[src/rtl/pipe_stage_buf_if.sv]
// pipe_stage_buf_if: valid/ready transport bundle between two pipeline stages.
interface pipe_stage_buf_if #(
  parameter int WIDTH    = 32,
  parameter int CHANNELS = 4
);
  logic                      in_valid, in_ready, in_fp;
  logic                      out_valid, out_ready, out_fp;
  logic [CHANNELS*WIDTH-1:0] in_data, out_data;
  modport slave  (input in_valid, in_fp, in_data, out_ready, output in_ready, out_valid, out_fp, out_data);
  modport master (output in_valid, in_fp, in_data, out_ready, input in_ready, out_valid, out_fp, out_data);
endinterface

[src/rtl/pipe_stage_buf.sv]
// pipe_stage_buf: valid/ready stage buffer with stall hold, flush and saturating stall counter.
// Define PIPE_STAGE_BUF_SKID_EN for a second skid entry and a purely registered in_ready.
module pipe_stage_buf #(
  parameter int WIDTH    = 32,
  parameter int CHANNELS = 4,
  parameter int CNT_W    = 8
) (
  input  logic             clk,
  input  logic             rst_n,
  input  logic             flush,
  pipe_stage_buf_if.slave  bus,
  output logic [1:0]       occupancy,
  output logic [CNT_W-1:0] stall_cnt
);
  typedef enum logic [1:0] {EMPTY, ONE, TWO} state_t;
  state_t                    state_q;
  logic                      vld_q, fp_q;
  logic [CHANNELS*WIDTH-1:0] data_q;
  logic [1:0]                occ_q;
  logic [CNT_W-1:0]          cnt_q;
  logic                      in_xfer, out_xfer;
  assign in_xfer       = bus.in_valid && bus.in_ready;
  assign out_xfer      = vld_q && bus.out_ready;
  assign bus.out_valid = vld_q;
  assign bus.out_fp    = fp_q;
  assign bus.out_data  = data_q;
  assign occupancy     = occ_q;
  assign stall_cnt     = cnt_q;
`ifdef PIPE_STAGE_BUF_SKID_EN
  logic                      rdy_q, skid_fp_q;
  logic [CHANNELS*WIDTH-1:0] skid_data_q;
  // in_ready is forced low only while reset is held
  assign bus.in_ready = rst_n && rdy_q;
`else
  assign bus.in_ready = rst_n && (!vld_q || bus.out_ready);
`endif
  always_ff @(posedge clk) begin
    if (!rst_n) begin
      state_q <= EMPTY;
      vld_q   <= 1'b0;
      fp_q    <= 1'b0;
      data_q  <= '0;
      occ_q   <= 2'd0;
      cnt_q   <= '0;
`ifdef PIPE_STAGE_BUF_SKID_EN
      rdy_q       <= 1'b1;
      skid_fp_q   <= 1'b0;
      skid_data_q <= '0;
`endif
    end else begin
      cnt_q <= (vld_q && !bus.out_ready && !flush) ? ((&cnt_q) ? cnt_q : cnt_q + 1'b1) : '0;
      if (flush) begin
        state_q <= EMPTY;
        vld_q   <= 1'b0;
        occ_q   <= 2'd0;
`ifdef PIPE_STAGE_BUF_SKID_EN
        rdy_q   <= 1'b1;
`endif
      end else begin
        case (state_q)
          EMPTY: if (in_xfer) begin
            fp_q    <= bus.in_fp;
            data_q  <= bus.in_data;
            vld_q   <= 1'b1;
            occ_q   <= 2'd1;
            state_q <= ONE;
          end
          ONE: if (in_xfer && out_xfer) begin
            fp_q   <= bus.in_fp;
            data_q <= bus.in_data;
          end else if (out_xfer) begin
            vld_q   <= 1'b0;
            occ_q   <= 2'd0;
            state_q <= EMPTY;
`ifdef PIPE_STAGE_BUF_SKID_EN
          end else if (in_xfer) begin
            skid_fp_q   <= bus.in_fp;
            skid_data_q <= bus.in_data;
            rdy_q       <= 1'b0;
            occ_q       <= 2'd2;
            state_q     <= TWO;
`endif
          end
`ifdef PIPE_STAGE_BUF_SKID_EN
          TWO: if (out_xfer) begin
            fp_q    <= skid_fp_q;
            data_q  <= skid_data_q;
            rdy_q   <= 1'b1;
            occ_q   <= 2'd1;
            state_q <= ONE;
          end
`endif
          default: state_q <= EMPTY;
        endcase
      end
    end
  end
endmodule
[src/flat_wrapper.sv]
// flat-port wrapper written by rule: the top's interface ports become plain ports
module pipe_stage_buf_flat 
#(
  parameter int WIDTH    = 32,
  parameter int CHANNELS = 4,
  parameter int CNT_W    = 8
)
  (clk, rst_n, flush, occupancy, stall_cnt, bus_in_valid, bus_in_fp, bus_in_data, bus_out_ready, bus_in_ready, bus_out_valid, bus_out_fp, bus_out_data);
  pipe_stage_buf_if #(.WIDTH(WIDTH), .CHANNELS(CHANNELS)) bus_i ();
  input  logic clk;
  input  logic rst_n;
  input  logic flush;
  output logic [1:0] occupancy;
  output logic [CNT_W-1:0] stall_cnt;
  input wire logic [$bits(bus_i.in_valid)-1:0] bus_in_valid;
  input wire logic [$bits(bus_i.in_fp)-1:0] bus_in_fp;
  input wire logic [$bits(bus_i.in_data)-1:0] bus_in_data;
  input wire logic [$bits(bus_i.out_ready)-1:0] bus_out_ready;
  output wire logic [$bits(bus_i.in_ready)-1:0] bus_in_ready;
  output wire logic [$bits(bus_i.out_valid)-1:0] bus_out_valid;
  output wire logic [$bits(bus_i.out_fp)-1:0] bus_out_fp;
  output wire logic [$bits(bus_i.out_data)-1:0] bus_out_data;
  assign bus_i.in_valid = bus_in_valid;
  assign bus_i.in_fp = bus_in_fp;
  assign bus_i.in_data = bus_in_data;
  assign bus_i.out_ready = bus_out_ready;
  assign bus_in_ready = bus_i.in_ready;
  assign bus_out_valid = bus_i.out_valid;
  assign bus_out_fp = bus_i.out_fp;
  assign bus_out_data = bus_i.out_data;
  pipe_stage_buf #(.WIDTH(WIDTH), .CHANNELS(CHANNELS), .CNT_W(CNT_W)) u_core (.clk(clk), .rst_n(rst_n), .flush(flush), .bus(bus_i), .occupancy(occupancy), .stall_cnt(stall_cnt));
endmodule
[config.mk]
export PLATFORM = sky130hd
export DESIGN_NAME = pipe_stage_buf_flat
export DESIGN_NICKNAME = d
export VERILOG_FILES = /design/src/rtl/pipe_stage_buf_if.sv /design/src/rtl/pipe_stage_buf.sv /design/src/flat_wrapper.sv
export SDC_FILE = /design/constraint.sdc
export NUM_CORES = 1
export LEC_CHECK = 0
export BUFFER_PORTS_ARGS = -buffer_cell sky130_fd_sc_hd__clkbuf_2
export CAP_MARGIN = 15
export CORE_ASPECT_RATIO = 1.4
export CORE_MARGIN = 3
export CORE_UTILIZATION = 46
export CTS_CLUSTER_DIAMETER = 40
export CTS_CLUSTER_SIZE = 16
export DETAILED_ROUTE_END_ITERATION = 8
export GPL_TIMING_DRIVEN = 0
export PLACE_DENSITY_LB_ADDON = 0.3
export SLEW_MARGIN = 10
export SYNTH_ARGS = -nofsm -noshare
export SYNTH_HDL_FRONTEND = slang
export SYNTH_SLANG_ARGS = --single-unit
export TNS_END_PERCENT = 1
[constraint.sdc]
create_clock -name clk -period 1.44 [get_ports clk]
set_input_delay 0.072 -clock clk [delete_from_list [all_inputs] [get_ports clk]]
set_output_delay 0.072 -clock clk [all_outputs]
set_load 0.05 [all_outputs]
Word-level counts from Yosys, hierarchy flattened
Index checks and enable logic that the tools add are counted.
- bitwise gates (word level): 2
- eq/ne operators: 5
- reductions and logical operators: 18
- add/sub/neg operators: 1
- muxes and demuxes: 15
- operators by type and width (cell ; number):
    2-to-1 mux 128 bit ; 2
    case mux 128 bit (2 select lines) ; 1
    adder 8 x 1 -> 8 bit, second input constant ; 1
    case mux 2 bit (2 select lines) ; 2
    AND reduction 4 bit ; 2
    AND reduction 8 bit ; 1
    logical AND 1 bit ; 6
    2-to-1 mux 2 bit ; 3
    != test 2 x 1 -> 1 bit, second input constant ; 3
    2-to-1 mux 1 bit ; 5
    case mux 1 bit (2 select lines) ; 2
    zero test 1 bit ; 3
    AND reduction 3 bit ; 1
    equality test 2 x 1 -> 1 bit, second input constant ; 1
    zero test 2 bit ; 1
    != test 2 bit, second input constant ; 1
    inverter 1 bit ; 2
    AND reduction 2 bit ; 1
    nonzero test 2 bit ; 1
    OR reduction 2 bit ; 1
    logical OR 1 bit ; 1
- flip-flop bits (word level): 142
- bits of input ports: 134
- output and inout port bits: 141
- logic and storage cells: 47

Longest topological paths before layout
Gate-level depths: netlist of the first run.
- depth in word-level cells: 7
- depth in mapped cells: 7
- gate-level depth less buffers: 4

Worst setup path before layout of the first run
No wires, ideal clock.
- path type: register -> register
- start: register u_core.cnt_q[0] (netlist: u_core.stall_cnt[0])
- end: register u_core.cnt_q[5] (netlist: u_core.stall_cnt[5])
- data arrival time: 1648 ps
- slack: -299 ps
- data required time: 1349 ps
- cell stages (with the launch flop): 5
- path through: dfxtp_1 > ha_1 > nand3_1 > or2_2 > a311oi_1
- cells in the longest elaborated chain, start to end: 1
- RTL lines (element ; RTL line ; text):
    start, declared ; pipe_stage_buf.sv:20 ; logic [CNT_W-1:0] cnt_q;
    start signal, assigned ; pipe_stage_buf.sv:51 ; cnt_q <= (vld_q && !bus.out_ready && !flush) ? ((&cnt_q) ? cnt_q : cnt_q + 1'b1) : '0;
    adder 8 x 1 -> 8 bit / AND reduction 8 bit (equally long branches) ; pipe_stage_buf.sv:51 ;
Several ways; a longest one is shown, not always the timed one.
A chain may end at the register's enable or synchronous reset.

==> results.md, run 1 <==
| Item | This run | Unit |
| --- | --- | --- |
| Clock-pin slew on the worst setup and hold paths | 0.06 | ns |
| WS Path Type | register to primary output | - |
| Number of buffers added by the clock tree synthesis step | 17 | - |
| Cell leakage power | 4.11 | nW |
| Primary FF master, synth | dfxtp_1 | - |
| Yosys reg bits | 138 | - |
| Initial antenna violation count | 1 | - |
| DRT Pass-1 Iters | 5 | - |
| Global-route wire length before repair | 32400 | um |
| Failing checks | setup timing | - |
| Sequential area share after synthesis | 50.1 | % |
| Fmax | 694 | MHz |
| Final Max Tran Viols | 0 | - |
| Number of cells on the worst hold path | 3 | - |
| Async S/R FF share, synth | 0 | % |
| Number of top-level pins | 275 | - |
| Maximum fanout along the worst path | 7 | - |
| Core box area | 0.0115 | mm^2 |
| Number of cells produced by synthesis | 624 | - |
| Commonest cells after routing, fill and taps aside | clkbuf_2 (282), dfxtp_1 (134), nand2_1 (131), nand3_1 (130), dlygate4sd3_1 (129) | - |
| Worst-case reg-to-reg path depth | 6 | - |
| Total chip power | 10.7 | mW |
| Area of the mapped netlist | 0.00552 | mm^2 |
| Detailed Route Iter0 Violations | 268 | - |
| Nature of the critical path startpoint | register | - |
| Root Buffer | clkbuf_16 | - |
| H-tree levels | 4 | - |
| Status | complete, but fails checks | - |
| Most common cell after layout, fill and taps aside | clkbuf_2 | - |
| Worst max-slew margin expressed relative to the limit | 65.5 | % |
| Final cell utilization of the core | 78.8 | % |
| Final WL | 20600 | um |
| Post-route cell area | 0.00908 | mm^2 |
| Tcrit/Tclk final | 100 | % |
| Final Worst Setup Slack | -0.000123 | ns |
| Clock latency on the worst-skew pair | 0.42 | ns |
| Total number of clock tree sinks | 138 | - |
| Worst IR Drop VDD | 0.846 | mV |
| Detail-routed via count per cell | 5.25 | - |
| Share of cells above drive strength 1 | 43.4 | % |
| Number of violations of the max-capacitance limit | 0 | - |
| Power density over the cells | 1180 | mW/mm^2 |
| Syn-to-layout area delta | 64.5 | % |
| Post-route DRC violation count | 0 | - |
| Number of nets in the final layout | 1183 | - |
| Routability cong. | 0.816 | - |
| Via count of the first global-routing pass | 6668 | - |
| DR WL/cell | 17.1 | um |
| Reg-to-reg critical path startpoint | u_core.state_q[0] | - |
| Mean instance size in the synthesized netlist | 8.84 | um^2 |
| Hold crit path type | input port to register | - |
| Die area | 0.0134 | mm^2 |
| Finished Layout Cells | 1204 | - |
| Hold Worst Slack | 0.0969 | ns |
| Count of buffers inserted at the top-level ports | 272 | - |
| EDFF count, synth | 0 | - |
| Largest net degree at the start of global routing | 17 | - |
| Worst EP arrival | 1.37 | ns |
| Required arrival time at the worst endpoint | 1.37 | ns |
| Critical hold path startpoint | flush | - |
| Dpl cells | 1040 | - |
| Die outline width | 98.6 | um |
| TritonCTS clock tree | yes | - |
| Fin. Hold Viols | 0 | - |
| Net Count, Synth | 759 | - |
| Post-layout minimum cycle time | 1.44 | ns |
| Placed wire-length estimate | 12200 | um |
| Overall fraction of global-route tracks in use | 30.3 | % |
| Die height | 136 | um |
| Setup repair after global routing missed its margin | yes | - |
| Capturing element type of the critical path | primary output | - |
| Remaining number of nets flagged by the antenna check after routing | 0 | - |
| Filler cells | 710 | - |
| Number of placement rows | 46 | - |
| Minimum setup slack after placement | -0.299 | ns |
| Total grt overflow | 0 | - |
| Final total negative setup slack | -0.000123 | ns |
| Count of yosys warnings during synthesis | 0 | - |
| Total number of vias | 6327 | - |
| Clock Skews | 0.00534 | ns |
| Reg2Reg Capture Point | u_core.bus.out_data[2] | - |
| Endpoint, Worst Hold | u_core.stall_cnt[5] | - |
| Worst setup slack for register-to-register paths | 0.06 | ns |
| Worst-Margin Slew | 0.517 | ns |
| Placed Area | 0.00706 | mm^2 |
| Initial core utilization | 47.9 | % |
| Beginning of the critical path | u_core.state_q[0] | - |
| Deepest clock path buffer count | 2 | - |
| Yosys cell types | 33 | - |
| Final count of negative-setup-slack endpoints | 1 | - |
==> final cells by class <==
type / instances / area (um^2) / area share, %
multi-input cells: 424 / 2420 / 26.6
clock inverters: 11 / 171 / 1.89
repair buffers: 406 / 2700 / 29.7
well taps: 144 / 180 / 1.99
diodes: 1 / 2.50 / 0.0276
clock buffers: 19 / 443 / 4.88
plain buffers: 61 / 390 / 4.30
flip-flops and latches: 138 / 2770 / 30.5
==> timing repair <==
action / in CTS / in global routing
setup buffers: 0 / 5
resized for setup: 19 / 10
endpoints found under the hold margin: 129 / 0
endpoints found under the setup margin: 102 / 102
hold buffers: 129 / 0
==> cell families after synthesis <==
family	after synthesis	synth area share, %
other	1	0.0680
buffers and inverters	62	6.46
flip-flops	138	50.1
AND/OR/NAND/NOR	280	23.2
adder cells (fa/ha/maj)	1	0.227
AO/OA/AOI/OAI	142	20.0
==> metal layers <==
| metal | GRT usage, % | wire [um] | up-vias |
|---|---|---|---|
| met5 | 0 | 0 | - |
| met4 | 18.1 | 1190 | 0 |
| met3 | 7.68 | 1320 | 96 |
| met2 | 55.3 | 10900 | 293 |
| met1 | 30.8 | 7210 | 2922 |
| li1 | - | - | 3016 |
==> registers in the layout, summed over array words and instances, names as in the netlist <==
register and count:
u_core.bus.out_fp 1, u_core.stall_cnt 8, u_core.state_q 1, u_core.bus.out_data 128
==> how the worst max path moves through the flow <==
stage                          endpoint  slack (ns)  depth (start not counted)
floorplan           u_core.stall_cnt[5]       -0.14                          3
global placement           bus_in_ready       -0.29                          5
detailed placement         bus_in_ready       -0.30                          5
CTS                        bus_in_ready        -0.1                          5
global route               bus_in_ready       -0.04                          5
finish                     bus_in_ready     -0.0001                          5
==> worst max-delay path, stage by stage, from the launching register on <==
cell and delay, ns:
dfxtp_2 0.33, nand2b_1 0.07, buf_6 0.13, buf_8 0.12, and2_4 0.15, buf_8 0.14
==> Yosys cell counts (2+ instances only) <==
cell | n | area [um^2]
or2_2 | 2 | 12.5
nand3_1 | 130 | 651
a21oi_1 | 2 | 10.0
o21ai_2 | 100 | 876
buf_4 | 2 | 15.0
nor3_1 | 3 | 15.0
a31oi_1 | 4 | 25.0
a311oi_1 | 2 | 17.5
o21ai_0 | 23 | 115
dfxtp_1 | 138 | 2760
and3_1 | 2 | 12.5
o21ai_1 | 10 | 50.1
buf_2 | 14 | 70.1
nand2_1 | 131 | 492
clkbuf_1 | 31 | 116
buf_6 | 13 | 146
==> report_power, final <==
part	internal [mW]	total (mW)	switching, mW
Combinational	0.688	1.99	1.30
Clock	2.93	4.58	1.65
Sequential	4.02	4.13	0.110
No activity file was read; power rests on OpenSTA's default activity.
==> inputs of run 2 (changes only) <==
--- a/config.mk
+++ b/config.mk
@@ -15,6 +15,7 @@
 export DETAILED_ROUTE_END_ITERATION = 8
 export GPL_TIMING_DRIVEN = 0
 export PLACE_DENSITY_LB_ADDON = 0.3
+export SKIP_CTS_REPAIR_TIMING = 1
 export SLEW_MARGIN = 10
 export SYNTH_ARGS = -nofsm -noshare
 export SYNTH_HDL_FRONTEND = slang
==> run 2 against run 1 <==
Effect of this change:
- the flow now finishes without violations
- non-clock buffer count is 1 higher
- clock skew hardly changed
- global-route usage is 6.7 points lower
- highest routed layer unchanged
- cell count grew 0.17%
- sequential share of layout area barely moved
- clock-buffer cell count stayed put
- maximum frequency up 0.36%
- clock power is essentially flat
==> results.md, run 2 (synthesized netlist as in run 1, its figures left out) <==
| Item | This run | Unit | Change |
| --- | --- | --- | --- |
| Cell type group with the largest total delay on the critical path | buffers and inverters | - |  |
| Required arrival time at the worst endpoint | 1.37 | ns | about the same |
| Worst setup slack for register-to-register paths | 0.06 | ns | about the same |
| Worst IR Drop VDD | 0.861 | mV | +1.7% |
| Tcrit/Tclk final | 99.7 | % | -0.36 points |
| Final Worst Setup Slack | 0.00499 | ns | +0.00511 ns |
| Number of violations of the max-capacitance limit | 0 | - | unchanged |
| Capturing element type of the critical path | primary output | - |  |
| Minimum setup slack after placement | -0.299 | ns | unchanged |
| Die area | 0.0134 | mm^2 | unchanged |
| Number of placement rows | 46 | - | unchanged |
| Clock Skews | 0.00534 | ns | +0.000000420 ns |
| Reg2Reg Capture Point | u_core.bus.out_data[62] | - |  |
| Total number of vias | 6387 | - | +0.95% |
| CP cell instances | nand2b_1 > buf_6 > buf_8 > and2_4 > buf_8 | - |  |
| Syn-to-layout area delta | 64.7 | % | about the same |
| Die outline width | 98.6 | um | unchanged |
| Buffers & Inverters on Critical Path | 3 | - | unchanged |
| Maximum fanout along the worst path | 7 | - | unchanged |
| Nature of the critical path startpoint | register | - |  |
| Placed wire-length estimate | 12200 | um | unchanged |
| Area used by multi-input combinational logic | 0.00242 | mm^2 | unchanged |
| Longest individual stage delay on the worst path | 0.33 | ns | about the same |
| DR WL/cell | 17.3 | um | +1.3% |
| Initial core utilization | 47.9 | % | unchanged |
| Initial antenna violation count | 1 | - | unchanged |
| Overall fraction of global-route tracks in use | 23.6 | % | -6.7 points |
| Power density over the cells | 1180 | mW/mm^2 | about the same |
| Filler cells | 716 | - | +0.85% |
| Standard cell with the maximum stage delay on the critical path | dfxtp_2 | - |  |
| Detail-routed via count per cell | 5.30 | - | +0.78% |
| Count of buffers inserted at the top-level ports | 272 | - | unchanged |
| Critical hold path startpoint | flush | - |  |
| Core box area | 0.0115 | mm^2 | unchanged |
| Most numerous cell on the critical path | buf_8 | - |  |
| Root Buffer | clkbuf_16 | - |  |
| Commonest cells after routing, fill and taps aside | clkbuf_2 (284), dfxtp_1 (134), nand2_1 (131), nand3_1 (130), dlygate4sd3_1 (129) | - |  |
| Final Max Tran Viols | 0 | - | unchanged |
| Number of nets in the final layout | 1184 | - | +0.085% |
| Fmax | 697 | MHz | +0.36% |
| Remaining number of nets flagged by the antenna check after routing | 0 | - | unchanged |
| TritonCTS clock tree | yes | - |  |
| Total chip power | 10.7 | mW | about the same |
| Clock latency on the worst-skew pair | 0.41 | ns | about the same |
| Detailed Route Iter0 Violations | 273 | - | +1.9% |
| Final WL | 20900 | um | +1.5% |
| Number of buffers added by the clock tree synthesis step | 17 | - | unchanged |
| Reg-to-reg critical path startpoint | u_core.state_q[0] | - |  |
| Number of flip-flops in the largest register | 128 | - | unchanged |
| Worst-case reg-to-reg path depth | 6 | - | unchanged |
| Post-route DRC violation count | 0 | - | unchanged |
| Path length in cells of the critical path | 5 | - | unchanged |
| Hold crit path type | input port to register | - |  |
| Largest net degree at the start of global routing | 17 | - | unchanged |
| Setup repair after global routing missed its margin | yes | - |  |
| Final total negative setup slack | 0 | ns | +0.000123 ns |
| Total number of clock tree sinks | 138 | - | unchanged |
| Clock-pin slew on the worst setup and hold paths | 0.06 | ns | about the same |
| Fin. Hold Viols | 0 | - | unchanged |
| Worst max-slew margin expressed relative to the limit | 64.4 | % | -1.1 points |
| Share of cells above drive strength 1 | 43.5 | % | +0.053 points |
| Die height | 136 | um | unchanged |
| DRT Pass-1 Iters | 6 | - | +1 |
| Post-layout minimum cycle time | 1.44 | ns | -0.00511 ns |
| Routability cong. | 0.816 | - | unchanged |
| Most common cell after layout, fill and taps aside | clkbuf_2 | - |  |
| Worst EP arrival | 1.36 | ns | about the same |
| Status | finished clean | - |  |
| Final count of negative-setup-slack endpoints | 0 | - | -1 |
| Via count of the first global-routing pass | 5248 | - | -21% |
| Worst-Margin Slew | 0.534 | ns | +0.0169 ns |
| Total grt overflow | 0 | - | unchanged |
| Global-route wire length before repair | 25400 | um | -21% |
| WS Path Type | register to primary output | - |  |
| Last element of the critical path | bus_in_ready | - |  |
| Number of top-level pins | 275 | - | unchanged |
| Deepest clock path buffer count | 2 | - | unchanged |
| Beginning of the critical path | u_core.state_q[0] | - |  |
| Cell leakage power | 4.12 | nW | +0.12% |
| H-tree levels | 4 | - | unchanged |
| Sequential Area | 0.00277 | mm^2 | unchanged |
run 2: changes by cell type in the layout (fill, tap and decap cells not counted):
cell / before / now
clkbuf_2: 282 / 284
buf_4: 7 / 8
diode_2: 1 / 2
buf_2: 13 / 12
clkbuf_4: 2 / 1
run 2: worst min-delay path by stage:
| stage | to | slack, ns | cells past startpoint |
|---|---|---|---|
| floorplan | u_core.bus.out_data[100] | 0.20 | 2 |
| global placement | u_core.bus.out_data[112] | 0.29 | 3 |
| detailed placement | u_core.bus.out_data[103] | 0.30 | 3 |
| CTS | u_core.bus.out_fp | -0.14 | 3 |
| global route | u_core.stall_cnt[5] | 0.13 | 3 |
| finish | u_core.stall_cnt[5] | 0.1 | 3 |
run 2: area by class of cell:
| type | instances | area share [%] |
|---|---|---|
| plain buffers | 61 | 4.27 |
| clock buffers | 19 | 4.88 |
| multi-input cells | 424 | 26.6 |
| repair buffers | 407 | 29.8 |
| flip-flops and latches | 138 | 30.5 |
| diodes | 2 | 0.0551 |
| well taps | 144 | 1.98 |
| clock inverters | 11 | 1.89 |
run 2: where the power goes:
part,leakage (nW),switching [mW],total (mW),internal [mW]
logic,2.69,1.31,2.00,0.689
clock network,0.295,1.65,4.58,2.93
registers,1.13,0.110,4.13,4.02
run 2: worst register-to-register path, delay by kind of cell, from the launching register on:
family          cells  cell delay (ns)
buf+inv             3             0.63
simple gates        2             0.24
flops               1             0.32
compound gates      1             0.10
run 2: through the flow:
stage | instances | util [%] | hold WS [ns] | area (um^2)
after floorplan | 624 | - | 0.202 | 5520
after global placement | 1040 | 61.4 | 0.288 | 7060
after detailed placement | 1040 | 61.4 | 0.296 | 7060
after CTS | 1070 | 66.7 | -0.137 | 7680
after global routing | 1205 | 78.9 | 0.126 | 9080
final | 1206 | 78.9 | 0.0978 | 9080
run 2: routing by layer:
metal	wire, um	up-vias	track usage (%)
met2	11300	312	41.9
met4	917	0	8.96
li1	-	3019	-
met3	1270	85	6.65
met1	7430	2971	26.8
met5	0	-	0
==> inputs of run 3 (changes only) <==
--- a/config.mk
+++ b/config.mk
@@ -5,11 +5,12 @@
 export SDC_FILE = /design/constraint.sdc
 export NUM_CORES = 1
 export LEC_CHECK = 0
+export ABC_AREA = 1
 export BUFFER_PORTS_ARGS = -buffer_cell sky130_fd_sc_hd__clkbuf_2
 export CAP_MARGIN = 15
 export CORE_ASPECT_RATIO = 1.4
 export CORE_MARGIN = 3
-export CORE_UTILIZATION = 46
+export CORE_UTILIZATION = 44
 export CTS_CLUSTER_DIAMETER = 40
 export CTS_CLUSTER_SIZE = 16
 export DETAILED_ROUTE_END_ITERATION = 8
==> run 3 against run 2 <==
Effect of this change:
- the run now ends with hold timing, setup timing left
- power hardly changed
- clock skew increased by 0.0040 ns
- register-to-register slack got worse by 0.16 ns
- die area shrank 7.2%
- critical path type is now register to register
- largest cell class unchanged
- highest routed layer unchanged
==> results.md, run 3 <==
| Item | This run | Unit | Change |
| --- | --- | --- | --- |
| Post-layout minimum cycle time | 1.54 | ns | +0.102 ns |
| Fmax | 651 | MHz | -6.6% |
| Failing checks | hold timing, setup timing | - |  |
| Ranking of synthesized cells by area | dfxtp_1 (57%), nor2_1 (21%), o21ai_0 (10%), o21ai_1 (3.3%), buf_4 (2.2%) | - |  |
| Synth area leader | dfxtp_1 | - |  |
| Number of cells on the worst hold path | 3 | - | unchanged |
| Most frequent cells after synthesis | nor2_1 (272), dfxtp_1 (138), o21ai_0 (100) | - |  |
| Initial core utilization | 46.1 | % | -1.8 points |
| DRT Pass-1 Iters | 5 | - | -1 |
| Nature of the critical path startpoint | register | - |  |
| Total chip power | 10.7 | mW | about the same |
| Total number of clock tree sinks | 138 | - | unchanged |
| Most common cell after layout, fill and taps aside | clkbuf_2 | - |  |
| Remaining number of nets flagged by the antenna check after routing | 0 | - | unchanged |
| Setup repair after global routing missed its margin | yes | - |  |
| Sequential Area | 0.00277 | mm^2 | -0.18% |
| Syn-to-layout area delta | 71.5 | % |  |
| Number of top-level pins | 275 | - | unchanged |
| Largest net degree at the start of global routing | 17 | - | unchanged |
| Root Buffer | clkbuf_16 | - |  |
| Placed wire-length estimate | 10700 | um | -12% |
| Most used standard cell by instance count after synthesis | nor2_1 | - |  |
| Number of violations of the max-capacitance limit | 0 | - | unchanged |
| Final Worst Setup Slack | -0.0970 | ns | -0.102 ns |
| Filler cells | 650 | - | -9.2% |
| Yosys cell types | 22 | - | -33% |
| Area of the mapped netlist | 0.00487 | mm^2 | -12% |
| Clock-pin slew on the worst setup and hold paths | 0.06 | ns | about the same |
| TritonCTS clock tree | yes | - |  |
| WS Path Type | register to register | - |  |
| Power density over the cells | 1280 | mW/mm^2 | +8.7% |
| Count of buffers inserted at the top-level ports | 273 | - | +0.37% |
| Sequential area share after synthesis | 56.7 | % | +6.6 points |
| Worst IR Drop VDD | 1.07 | mV | +24% |
| Final cell utilization of the core | 79.0 | % | +0.14 points |
| Deepest clock path buffer count | 2 | - | unchanged |
| Final count of negative-setup-slack endpoints | 14 | - | +14 |
| Capturing element type of the critical path | register | - |  |
| Detailed Route Iter0 Violations | 219 | - | -20% |
| Die outline width | 94.9 | um | -3.7% |
| Cell leakage power | 3.94 | nW | -4.3% |
| Standard cell with the maximum stage delay on the critical path | dfxtp_1 | - |  |
| Final Max Tran Viols | 0 | - | unchanged |
| Async S/R FF share, synth | 0 | % | unchanged |
| Post-route cell area | 0.00836 | mm^2 | -8.0% |
| Endpoint, Worst Hold | u_core.bus.out_data[34] | - |  |
| Maximum fanout along the worst path | 10 | - | +3 |
| Reg-to-reg critical path startpoint | u_core.state_q[0] | - |  |
| Global-route wire length before repair | 21800 | um | -14% |
| H-tree levels | 4 | - | unchanged |
| DR WL/cell | 15.9 | um | -8.2% |
| Area used by multi-input combinational logic | 0.00184 | mm^2 | -24% |
| Yosys reg bits | 138 | - | unchanged |
| Number of nets in the final layout | 1180 | - | -0.34% |
| Number of cells produced by synthesis | 626 | - | +0.32% |
| Total grt overflow | 0 | - | unchanged |
| Required arrival time at the worst endpoint | 1.79 | ns | +0.42 ns |
| Longest individual stage delay on the worst path | 0.38 | ns | +0.05 ns |
| EDFF count, synth | 0 | - | unchanged |
| Total number of vias | 5907 | - | -7.5% |
| Worst EP arrival | 1.89 | ns | +0.53 ns |
| Initial antenna violation count | 1 | - | unchanged |
| Hold crit path type | input port to register | - |  |
| Final WL | 19000 | um | -9.0% |
| Count of yosys warnings during synthesis | 0 | - | unchanged |
| Number of buffers added by the clock tree synthesis step | 17 | - | unchanged |
| Die height | 131 | um | -3.7% |
| Fin. Hold Viols | 1 | - | +1 |
| Share of cells above drive strength 1 | 31.9 | % | -12 points |
| Worst setup slack for register-to-register paths | -0.1 | ns | -0.16 ns |
| Hold Worst Slack | -0.0580 | ns | -0.156 ns |
| CP cell instances | nand2_1 > nand3_2 > buf_6 > buf_1 > o21ai_0 > nor2_1 | - |  |
| Tcrit/Tclk final | 107 | % | +7.1 points |
| Reg2Reg Capture Point | u_core.bus.out_data[118] | - |  |
| Primary FF master, synth | dfxtp_1 | - |  |
| Detail-routed via count per cell | 4.94 | - | -6.7% |
| Core box area | 0.0106 | mm^2 | -8.2% |
| Die area | 0.0124 | mm^2 | -7.2% |
| Mean instance size in the synthesized netlist | 7.79 | um^2 | -12% |
| Placed Area | 0.00641 | mm^2 | -9.2% |
| Post-route DRC violation count | 0 | - | unchanged |
| Via count of the first global-routing pass | 4411 | - | -16% |
| Number of placement rows | 44 | - | -4.3% |
| Net Count, Synth | 761 | - | +0.26% |
| Overall fraction of global-route tracks in use | 22.8 | % | -0.87 points |
| Status | complete, but fails checks | - |  |
| Worst-case reg-to-reg path depth | 6 | - | unchanged |
| Critical hold path startpoint | bus_in_data[34] | - |  |
| Final total negative setup slack | -0.557 | ns | -0.557 ns |
| Routability cong. | 0.788 | - | -3.4% |
| Fraction of synthesized cell area taken by the top area cell type | 56.7 | % | +6.6 points |
| Number of flip-flops in the largest register | 128 | - | unchanged |
| Clock Skews | 0.00931 | ns | +0.00398 ns |
| Clock latency on the worst-skew pair | 0.41 | ns | about the same |
| Commonest cells after routing, fill and taps aside | clkbuf_2 (274), nor2_1 (272), dfxtp_1 (136), dlygate4sd3_1 (128), o21ai_0 (96) | - |  |
run 3: changes by cell type after synthesis, moves of 3 or more:
cell | before | now
inv_1 | 0 | 8
o21ai_1 | 10 | 32
clkbuf_1 | 31 | 24
nor2_1 | 1 | 272
nand3_1 | 130 | 4
nor3_1 | 3 | 0
o21ai_2 | 100 | 0
buf_4 | 2 | 14
nand2_1 | 131 | 14
buf_6 | 13 | 1
o21ai_0 | 23 | 100
a31oi_1 | 4 | 1
buf_2 | 14 | 4
run 3: stage by stage:
stage          instances  hold slack [ns]  worst slack, ns
3_5_place_dp        1037            0.314          -0.0513
5_1_grt             1196          0.00505           -0.206
4_1_cts             1068           -0.113           -0.113
2_1_floorplan        626            0.183           -0.104
6_report            1196          -0.0580          -0.0970
3_3_place_gp        1037            0.306          -0.0595
run 3: power by group:
group | internal (mW) | switching [mW]
Clock | 3.08 | 1.63
Sequential | 4.01 | 0.106
Combinational | 0.660 | 1.23
run 3: kinds of logic (layout without fill, tap and decap cells):
logic type,Yosys count,after routing,synth area share [%]
xor gates and xnor gates,2,2,0.360
and+or+nand+nor,293,293,23.0
buffers and inverters,54,485,5.52
AOI/OAI and AO/OA,137,137,14.1
DFF,138,138,56.7
other,1,2,0.0769
adders and majority gates,1,1,0.257
run 3: layout make-up:
type	instances	share of cell area, %
Clock buffer	21	5.75
Clock inverter	10	1.96
Tap cell	138	2.07
Timing Repair Buffer	401	31.7
Antenna cell	1	0.0299
Sequential cell	138	33.1
Buffer	43	2.89
Inverter	10	0.449
Multi-Input combinational cell	434	22.1
run 3: critical path: cells and delay by family, from the launching register on:
kind | cells | cell delay [ns]
and+or+nand+nor | 3 | 0.39
buffers and inverters | 2 | 0.51
AOI/OAI and AO/OA | 1 | 0.19
DFF | 1 | 0.38
run 3: worst max-delay path by stage:
stage | start | slack (ns) | depth (start not counted) | end
final | u_core.state_q[0] | -0.1 | 6 | u_core.bus.out_data[118]
after global routing | u_core.state_q[0] | -0.21 | 6 | u_core.bus.out_data[118]
after CTS | u_core.state_q[0] | -0.11 | 6 | u_core.bus.out_data[22]
after detailed placement | u_core.state_q[0] | -0.05 | 6 | u_core.bus.out_data[42]
after global placement | u_core.state_q[0] | -0.06 | 6 | u_core.bus.out_data[23]
after floorplan | u_core.state_q[0] | -0.10 | 6 | u_core.bus.out_data[10]
run 3: metal layers:
layer,vias to the layer above,global-route usage (%),wire (um)
li1,2836,-,-
met1,2681,25.2,6480
met2,314,39.6,10000
met3,76,7.85,1590
met4,0,9.18,920
met5,-,0,0
